`src/rtl/misr_pkg.sv`:
```
// Shared MISR definitions: FSM state encoding, default feedback taps and the
// single-step compaction function used by both the datapath and its models.
package misr_pkg;

  localparam int MAX_W = 64;

  typedef enum logic [1:0] {
    IDLE    = 2'd0,
    COMPACT = 2'd1,
    DONE    = 2'd2
  } misr_state_t;

  localparam logic [MAX_W-1:0] POLY_W4  = 64'h3;
  localparam logic [MAX_W-1:0] POLY_W8  = 64'h1D;
  localparam logic [MAX_W-1:0] POLY_W16 = 64'h100B;
  localparam logic [MAX_W-1:0] POLY_W32 = 64'h0040_0007;

  function automatic logic [MAX_W-1:0] default_poly(input int width);
    case (width)
      8:       return POLY_W8;
      16:      return POLY_W16;
      32:      return POLY_W32;
      default: return POLY_W4;
    endcase
  endfunction

  // Shift left, fold the outgoing MSB back through the taps, xor in the response.
  function automatic logic [MAX_W-1:0] misr_step(input logic [MAX_W-1:0] sig,
                                                 input logic [MAX_W-1:0] resp,
                                                 input logic [MAX_W-1:0] poly,
                                                 input int width);
    logic [MAX_W-1:0] mask;
    logic             msb;
    mask = (MAX_W'(1) << width) - MAX_W'(1);
    msb  = sig[width-1];
    return ((sig << 1) ^ (msb ? poly : '0) ^ resp) & mask;
  endfunction

endpackage

```
`src/rtl/misr_response_analyzer_if.sv`:
```
// Response/result bundle between the CUT-side driver and the MISR analyzer.
// resp_mask exists only when MISR_X_MASK_EN is defined.
interface misr_response_analyzer_if #(
  parameter int WIDTH = 4,
  parameter int CNT_W = 2
);
  logic             start;
  logic             resp_valid;
  logic [WIDTH-1:0] resp;
`ifdef MISR_X_MASK_EN
  logic [WIDTH-1:0] resp_mask;
`endif
  logic             busy;
  logic             done;
  logic             pass;
  logic [WIDTH-1:0] signature;
  logic [CNT_W-1:0] sample_cnt;

  modport master (
    output start, resp_valid, resp,
`ifdef MISR_X_MASK_EN
    output resp_mask,
`endif
    input  busy, done, pass, signature, sample_cnt
  );

  modport slave (
    input  start, resp_valid, resp,
`ifdef MISR_X_MASK_EN
    input  resp_mask,
`endif
    output busy, done, pass, signature, sample_cnt
  );
endinterface

```
`src/rtl/misr_core.sv`:
```
// WIDTH-bit multiple-input signature register: load forces SEED, step compacts d.
// nxt exposes the would-be next value so the caller can compare it in the same edge.
module misr_core
  import misr_pkg::*;
#(
  parameter int               WIDTH = 4,
  parameter logic [WIDTH-1:0] POLY  = WIDTH'(4'h3),
  parameter logic [WIDTH-1:0] SEED  = '0
) (
  input  logic             CP,
  input  logic             CD,
  input  logic             load,
  input  logic             step,
  input  logic [WIDTH-1:0] d,
  output logic [WIDTH-1:0] q,
  output logic [WIDTH-1:0] nxt
);

  assign nxt = WIDTH'(misr_step(MAX_W'(q), MAX_W'(d), MAX_W'(POLY), WIDTH));

  always_ff @(posedge CP or posedge CD) begin
    if (CD)        q <= SEED;
    else if (load) q <= SEED;
    else if (step) q <= nxt;
  end

endmodule

```
`src/rtl/misr_response_analyzer.sv`:
```
// MISR response analyzer: run FSM, sample counter and golden compare around misr_core.
// Optional MISR_X_MASK_EN adds resp_mask to zero unknown response bits before compaction.
//
// state   | meaning
// IDLE    | waiting for start, signature/count at reset values
// COMPACT | accepting resp_valid samples until N_SAMPLES taken
// DONE    | result held, pass valid, start re-arms a new run
module misr_response_analyzer
  import misr_pkg::*;
#(
  parameter int               WIDTH     = 4,
  parameter logic [WIDTH-1:0] POLY      = WIDTH'(default_poly(WIDTH)),
  parameter logic [WIDTH-1:0] SEED      = '0,
  parameter int               N_SAMPLES = 2,
  parameter logic [WIDTH-1:0] GOLDEN    = WIDTH'(4'h2),
  localparam int              CNT_W     = $clog2(N_SAMPLES + 1)
) (
  input logic                      CP,
  input logic                      CD,
  misr_response_analyzer_if.slave  bus
);

  misr_state_t      state;
  logic             busy_q, done_q, pass_q;
  logic [CNT_W-1:0] cnt_q;
  logic [WIDTH-1:0] resp_eff, sig, sig_nxt;
  logic             load, step, last;

`ifdef MISR_X_MASK_EN
  assign resp_eff = bus.resp & ~bus.resp_mask;
`else
  assign resp_eff = bus.resp;
`endif

  assign load = bus.start && (state != COMPACT);
  assign step = (state == COMPACT) && bus.resp_valid;
  assign last = (cnt_q == CNT_W'(N_SAMPLES - 1));

  misr_core #(.WIDTH(WIDTH), .POLY(POLY), .SEED(SEED)) u_core (
    .CP   (CP),
    .CD   (CD),
    .load (load),
    .step (step),
    .d    (resp_eff),
    .q    (sig),
    .nxt  (sig_nxt)
  );

  always_ff @(posedge CP or posedge CD) begin
    if (CD) begin
      state  <= IDLE;
      busy_q <= 1'b0;
      done_q <= 1'b0;
      pass_q <= 1'b0;
      cnt_q  <= '0;
    end else begin
      case (state)
        IDLE, DONE: begin
          if (bus.start) begin
            state  <= COMPACT;
            busy_q <= 1'b1;
            done_q <= 1'b0;
            pass_q <= 1'b0;
            cnt_q  <= '0;
          end
        end
        COMPACT: begin
          if (bus.resp_valid) begin
            cnt_q <= cnt_q + CNT_W'(1);
            if (last) begin
              state  <= DONE;
              busy_q <= 1'b0;
              done_q <= 1'b1;
              pass_q <= (sig_nxt == GOLDEN);
            end
          end
        end
        default: state <= IDLE;
      endcase
    end
  end

  assign bus.busy       = busy_q;
  assign bus.done       = done_q;
  assign bus.pass       = pass_q;
  assign bus.signature  = sig;
  assign bus.sample_cnt = cnt_q;

endmodule

```
`src/flat_wrapper.sv`:
```
// flat-port wrapper written by rule: the top's interface ports become plain ports
module misr_response_analyzer_flat import misr_pkg::*;
#(
  parameter int               WIDTH     = 4,
  parameter logic [WIDTH-1:0] POLY      = WIDTH'(default_poly(WIDTH)),
  parameter logic [WIDTH-1:0] SEED      = '0,
  parameter int               N_SAMPLES = 2,
  parameter logic [WIDTH-1:0] GOLDEN    = WIDTH'(4'h2),
  localparam int              CNT_W     = $clog2(N_SAMPLES + 1)
)
  (CP, CD, bus_start, bus_resp_valid, bus_resp, bus_busy, bus_done, bus_pass, bus_signature, bus_sample_cnt);
  misr_response_analyzer_if #(.WIDTH(WIDTH), .CNT_W(2)) bus_i ();
  input logic CP;
  input logic CD;
  input wire logic [$bits(bus_i.start)-1:0] bus_start;
  input wire logic [$bits(bus_i.resp_valid)-1:0] bus_resp_valid;
  input wire logic [$bits(bus_i.resp)-1:0] bus_resp;
  output wire logic [$bits(bus_i.busy)-1:0] bus_busy;
  output wire logic [$bits(bus_i.done)-1:0] bus_done;
  output wire logic [$bits(bus_i.pass)-1:0] bus_pass;
  output wire logic [$bits(bus_i.signature)-1:0] bus_signature;
  output wire logic [$bits(bus_i.sample_cnt)-1:0] bus_sample_cnt;
  assign bus_i.start = bus_start;
  assign bus_i.resp_valid = bus_resp_valid;
  assign bus_i.resp = bus_resp;
  assign bus_busy = bus_i.busy;
  assign bus_done = bus_i.done;
  assign bus_pass = bus_i.pass;
  assign bus_signature = bus_i.signature;
  assign bus_sample_cnt = bus_i.sample_cnt;
  misr_response_analyzer #(.WIDTH(WIDTH), .POLY(POLY), .SEED(SEED), .N_SAMPLES(N_SAMPLES), .GOLDEN(GOLDEN)) u_core (.CP(CP), .CD(CD), .bus(bus_i));
endmodule
```
`config.mk`:
```
export PLATFORM = sky130hd
export DESIGN_NAME = misr_response_analyzer_flat
export DESIGN_NICKNAME = d
export VERILOG_FILES = /design/src/rtl/misr_pkg.sv /design/src/rtl/misr_response_analyzer_if.sv /design/src/rtl/misr_core.sv /design/src/rtl/misr_response_analyzer.sv /design/src/flat_wrapper.sv
export SDC_FILE = /design/constraint.sdc
export NUM_CORES = 1
export LEC_CHECK = 0
export ABC_CLOCK_PERIOD_IN_PS = 3500
export CAP_MARGIN = 30
export CORE_MARGIN = 5
export CORE_UTILIZATION = 45
export CTS_BUF_LIST = sky130_fd_sc_hd__clkbuf_8 sky130_fd_sc_hd__clkbuf_16
export CTS_CLUSTER_DIAMETER = 120
export CTS_CLUSTER_SIZE = 40
export DETAILED_ROUTE_END_ITERATION = 7
export GPL_ROUTABILITY_DRIVEN = 0
export GPL_TIMING_DRIVEN = 1
export PLACE_DENSITY_LB_ADDON = 0.08
export RECOVER_POWER = 100
export SYNTH_ARGS = -nofsm -noshare
export SYNTH_HDL_FRONTEND = slang
export SYNTH_SLANG_ARGS = --single-unit
export TNS_END_PERCENT = 100
```
`constraint.sdc`:
```
create_clock -name CP -period 3.5 [get_ports CP]
set_input_delay 0.7 -clock CP [delete_from_list [all_inputs] [get_ports CP]]
set_output_delay 0.7 -clock CP [all_outputs]
set_load 0.005 [all_outputs]
```
==> summary.md, run 1 <==
| Metric | Value |
|---|---|
| Outcome | finished, final reports clean |
| VDD IR max | 0.4276 mV |
| Cts repair resizes | 0 |
| Clock transition at path regs | 0.05 ns |
| Overall routing resource usage | 12.51% |
| Initial antenna violation count | 0 |
| Critical path launch point type | flop |
| H-tree Lvls | 1 |
| Worst Path Arrival | 1.26 ns |
| # diodes | 0 |
| Critical path's largest stage delay | 0.60 ns |
| Worst Skew | 0.001002 ns |
| Syn Inst Count | 55 |
| Vias/cell | 5.205 |
| Share of cells above drive strength 1 | 8.219% |
| Root Buffer | clkbuf_8 |
| Pwr dens | 803.8 mW/mm² |
| Vias in the first global route | 454 |
| CTS tree | built |
| Final Net Count | 83 |
| F_max | 510.9 MHz |
| EDFF count, synth | 0 |
| Worst path slowest cell | dlygate4sd3_1 |
| Post-CTS Setup Inserts | 0 |
| Synth warn | 0 |
| Critical path fanouts, max | 4 |
| Hold Crit Class | flop to flop |
| Top cell family by delay on the critical path | buffers and inverters |
| Horiz. Die Dim | 46.19 µm |
| Worst slew pin tran | 0.4260 ns |
| Setup CP Type | flop to primary output |
| Hold_sp | u_core.u_core.q[0] |
| Floorplan row count | 13 |
| Synth Flop Type | dfrtp_1 |
| Largest net degree at the start of global routing | 12 |
| Rel. slew slack | 71.57% |
| Antenna viol nets, final | 0 |
| Fillers | 108 |
| Crit share post-route | 55.92% |
| CP startpoint | u_core.u_core.q[3] |
| First-pass GRT wire length | 1856 µm |
| # clock sinks | 11 |
| Num CTS Buffers | 3 |
| Total global routing overflow | 0 |
| #FFs+latches synth | 11 |
| Post-synthesis area per instance | 10.71 µm² |
| Final setup fails | 0 |
| Register area share after synthesis | 46.71% |
| Drt first-iter violations | 15 |
| Syn nets | 64 |
| CP Capture Type | primary output |
| Final Hold Viols | 0 |
| Fraction of registers with async set/reset | 100.0% |
| Tot Pwr | 643.6 µW |
| DRC errors left | 0 |
| Routed WL per cell | 13.30 µm |
| Post-Syn Area | 589.3 µm² |
| IO Pins | 17 |
| Routed Wire Length | 1170 µm |
| Hold Buf Count CTS | 0 |
| Max_cap viols | 0 |
| RR Startpoint | u_core.bus.sample_cnt[1] |
| Initial core utilization | 46.45% |
| Die area | 0.002134 mm² |
| Cells along the critical path | dlygate4sd3_1 |
| Required time of the critical path | 2.80 ns |
| Layout area overhead | 35.88% |
| Clk_lat worst skew | 0.24 ns |
| DR pass1 iterations | 4 |
| Lkg Pwr | 0.0003933 µW |
| Yosys cell types | 30 |
| RSZ-0062 raised after global routing | false |
| WP buf/inv | 1 |
| Core box area | 0.001269 mm² |
| Chip height | 46.19 µm |
| DP HPWL | 901 µm |
| Buffers on Ports | 16 |
| Minimum period implied by the final worst setup slack | 1.957 ns |
| Clock Tree Buf Depth | 2 |
| Final setup TNS | 0 ns |
| Routed vias | 458 |
| Max-slew violations | 0 |
==> state kept, by name, summed over array words and instances, names as in the netlist <==
signal / flops
u_core.u_core.q: 4
u_core.bus.sample_cnt: 2
u_core.state: 2
u_core.bus.busy: 1
u_core.bus.done: 1
u_core.bus.pass: 1
==> layout by cell type, fill, tap and decap left out, drive strengths merged <==
master / n
o22ai: 1
o21ai: 4
a21o: 1
clkbuf: 3
nor3b: 1
xnor2: 2
clkdlybuf4s50: 5
a22o: 1
nand3: 1
nor2b: 2
xor2: 2
mux2i: 2
nor2: 3
o2bb2ai: 2
o211ai: 1
o31ai: 1
nand3b: 1
a21oi: 2
o211a: 1
xnor3: 1
a41o: 1
ha: 1
nand2: 5
and2b: 1
dfrtp: 11
inv: 4
nand2b: 2
dlygate4sd3: 11
==> worst paths after layout <==
| path | endpoint | slack [ns] | depth (start not counted) |
|---|---|---|---|
| hold reg to reg | u_core.u_core.q[0] | 0.52 | 1 |
| setup reg to reg | u_core.bus.pass | 2.19 | 5 |
| setup / recovery | bus_signature[3] | 1.54 | 1 |
| hold / removal | u_core.u_core.q[0] | 0.52 | 1 |
| min in group asynchronous | u_core.bus.done | 0.89 | 2 |
| max in group asynchronous | u_core.bus.sample_cnt[1] | 2.31 | 2 |
==> area by class of cell <==
| type | instances | area, µm² | share of cell area (%) |
|---|---|---|---|
| Inverter | 3 | 11.26 | 1.406 |
| Sequential cell | 11 | 275.3 | 34.38 |
| Timing Repair Buffer | 16 | 160.2 | 20.00 |
| Tap cell | 15 | 18.77 | 2.344 |
| Clock buffer | 3 | 41.29 | 5.156 |
| Clock inverter | 1 | 3.754 | 0.4688 |
| Multi-Input combinational cell | 39 | 290.3 | 36.25 |
==> power by group <==
group | total (µW) | leakage, µW | internal, µW | switching (µW)
combinational | 282 | 0.000228 | 167 | 115
clock | 126 | 0.0000269 | 77.1 | 48.8
sequential | 236 | 0.000138 | 179 | 57.1
==> synthesized netlist by cell type (2+ instances only) <==
| master | n | area, µm² |
|---|---|---|
| a21oi_1 | 2 | 10.01 |
| dfrtp_1 | 11 | 275.3 |
| inv_1 | 3 | 11.26 |
| mux2i_1 | 2 | 20.02 |
| nand2_1 | 5 | 18.77 |
| nor2_1 | 2 | 7.510 |
| o21ai_0 | 4 | 20.02 |
| o2bb2ai_1 | 2 | 17.52 |
| xnor2_1 | 2 | 17.52 |
| xor2_1 | 2 | 17.52 |
==> routing by layer <==
metal,up-vias,routed length (µm),GRT usage (%)
li1,229,-,-
met1,212,545,15.87
met2,15,519,18.96
met3,2,90,4.688
met4,0,14,5.114
met5,-,0,0
==> through the flow <==
step	hold WS [ns]	worst slack, ns	cell area [µm²]	cells	utilization [%]
5_1_grt	0.5363	1.519	800.8	88	63.12
6_report	0.5242	1.543	800.8	88	63.12
4_1_cts	0.5292	1.615	800.8	88	63.12
3_5_place_dp	0.5226	1.468	755.7	84	59.57
2_1_floorplan	0.5021	2.027	589.3	55	-
3_3_place_gp	0.5105	1.498	755.7	84	59.57
==> logic make-up (layout without fill, tap and decap cells) <==
logic type / count (synthesis) / in the layout / synth area share (%)
compound gates: 15 / 15 / 17.84
flops: 11 / 11 / 46.71
mux: 2 / 2 / 3.397
xor+xnor: 5 / 5 / 9.767
simple gates: 16 / 16 / 16.14
buf+inv: 5 / 23 / 4.033
fa+ha+maj: 1 / 1 / 2.123
Power figures use the tool's default switching activity.
==> run 2, diff against run 1 <==
--- a/config.mk
+++ b/config.mk
@@ -5,10 +5,10 @@
 export SDC_FILE = /design/constraint.sdc
 export NUM_CORES = 1
 export LEC_CHECK = 0
-export ABC_CLOCK_PERIOD_IN_PS = 3500
+export ABC_CLOCK_PERIOD_IN_PS = 1700
 export CAP_MARGIN = 30
 export CORE_MARGIN = 5
-export CORE_UTILIZATION = 45
+export CORE_UTILIZATION = 40
 export CTS_BUF_LIST = sky130_fd_sc_hd__clkbuf_8 sky130_fd_sc_hd__clkbuf_16
 export CTS_CLUSTER_DIAMETER = 120
 export CTS_CLUSTER_SIZE = 40
==> constraint.sdc (replaced) <==
create_clock -name CP -period 1.7 [get_ports CP]
set_input_delay 0.34 -clock CP [delete_from_list [all_inputs] [get_ports CP]]
set_output_delay 0.34 -clock CP [all_outputs]
set_load 0.005 [all_outputs]
==> summary.md, run 2 (synthesis results as in run 1) <==
| Metric | Value |
|---|---|
| WP buf/inv | 1 |
| Critical path depth | 1 |
| Most common cell after layout, fill and taps aside | dlygate4sd3_1 |
| Share of cells above drive strength 1 | 8.108% |
| CP Capture Type | primary output |
| Final setup fails | 0 |
| Initial antenna violation count | 0 |
| Clock Tree Buf Depth | 2 |
| Critical path fanouts, max | 4 |
| Clk pwr share | 19.2% |
| Hold Crit Class | primary input to asynchronous set/reset pin |
| Cell Area, Placed | 763.2 µm² |
| Initial core utilization | 43.65% |
| Net Sw Frac | 34.73% |
| Core box area | 0.001350 mm² |
| Die area | 0.002341 mm² |
| RR Endpoint | u_core.bus.pass |
| Buffers on Ports | 16 |
| Largest net degree at the start of global routing | 12 |
| Pint | 869.9 µW |
| Worst slew pin tran | 0.4130 ns |
| Reg2reg setup slack | 0.34 ns |
| Clock transition at path regs | 0.05 ns |
| Total global routing overflow | 0 |
| # clock sinks | 11 |
| RSZ-0062 raised after global routing | false |
| Clk_lat worst skew | 0.24 ns |
| Required time of the critical path | 1.36 ns |
| CTS tree | built |
| Final Hold Viols | 0 |
| Chip height | 48.39 µm |
| Tot Pwr | 1333 µW |
| PnR worst setup slack | 0.1011 ns |
| Post-Place Worst Slack | 0.1705 ns |
| Routed vias | 469 |
| Worst Skew | 0.001189 ns |
| Cells along the critical path | dlygate4sd3_1 |
| Routed WL per cell | 13.83 µm |
| Vias in the first global route | 473 |
| Critical path launch point type | flop |
| DRC errors left | 0 |
| Drt first-iter violations | 2 |
| Fillers | 121 |
| P_sw | 462.8 µW |
| H-tree Lvls | 1 |
| Pwr dens | 1657 mW/mm² |
| F_max | 625.4 MHz |
| Overall routing resource usage | 11.43% |
| RR Startpoint | u_core.bus.sample_cnt[1] |
| Post-CTS Setup Inserts | 0 |
| Max_cap viols | 0 |
| Antenna viol nets, final | 0 |
| Gate power share | 44.2% |
| VDD IR max | 1.100 mV |
| Final Net Count | 84 |
| Root Buffer | clkbuf_8 |
| Worst path slowest cell | dlygate4sd3_1 |
| R2R depth | 5 |
| Lkg Pwr | 0.0003948 µW |
| Max-slew violations | 0 |
| Worst Path Arrival | 1.26 ns |
| Num CTS Buffers | 3 |
| Sequential power share | 36.7% |
| Horiz. Die Dim | 48.39 µm |
| Cts repair resizes | 0 |
| Most frequent cells in the layout | 12 x dlygate4sd3_1, 11 x dfrtp_1, 5 x nand2_1 |
| First-pass GRT wire length | 2111 µm |
| Hold_ws | 0.5300 ns |
| Cell area after layout | 804.5 µm² |
| Setup CP Type | flop to primary output |
| Rel. slew slack | 72.44% |
| Top cell family by delay on the critical path | buffers and inverters |
| Largest register FFs | 4 |
| Storage cell area | 275.3 µm² |
| Outcome | finished, final reports clean |
| Crit share post-route | 94.06% |
| Vias/cell | 5.270 |
| Layout area overhead | 36.52% |
| Biggest register | u_core.u_core.q |
| Multi-input gate area | 290.3 µm² |
| Final setup TNS | 0 ns |
| DR pass1 iterations | 4 |
| Critical path's largest stage delay | 0.60 ns |
| Floorplan row count | 13 |
| IO Pins | 17 |
| Hold Buf Count CTS | 0 |
| Minimum period implied by the final worst setup slack | 1.599 ns |
| # diodes | 0 |
| Routed Wire Length | 1231 µm |
[run 2: area by class of cell]
class,count,area share [%]
Inverter,3,1.400
Tap cell,15,2.333
Clock inverter,1,0.4666
Timing Repair Buffer,17,20.37
Sequential cell,11,34.21
Multi-Input combinational cell,39,36.08
Clock buffer,3,5.132
[run 2: per-layer routing]
metal | vias to the layer above | track usage [%] | wire length, µm
met3 | 2 | 6.422 | 74
met1 | 224 | 14.74 | 593
met4 | 0 | 2.765 | 8
li1 | 232 | - | -
met5 | - | 0 | 0
met2 | 11 | 16.30 | 554
[run 2: worst max-delay path by stage]
| stage | startpoint | end |
|---|---|---|
| floorplan | u_core.bus.sample_cnt[1] | u_core.bus.pass |
| global placement | bus_start | u_core.u_core.q[1] |
| detailed placement | bus_resp_valid | u_core.bus.pass |
| CTS | u_core.u_core.q[3] | bus_signature[3] |
| global route | u_core.u_core.q[2] | bus_signature[2] |
| finish | u_core.u_core.q[3] | bus_signature[3] |
[run 2: through the flow]
stage	instances	util, %
final	89	59.59
after global placement	85	56.53
after CTS	89	59.87
after floorplan	55	-
after global routing	89	59.59
after detailed placement	85	56.53
[run 2: power groups by stage]
stage / combinational, µW / sequential (µW) / clock, µW
global route: 660 / 509 / 274
detailed placement: 623 / 494 / 0
floorplan: 405 / 460 / 0
CTS: 628 / 491 / 259
global placement: 620 / 493 / 0
finish: 588 / 489 / 255
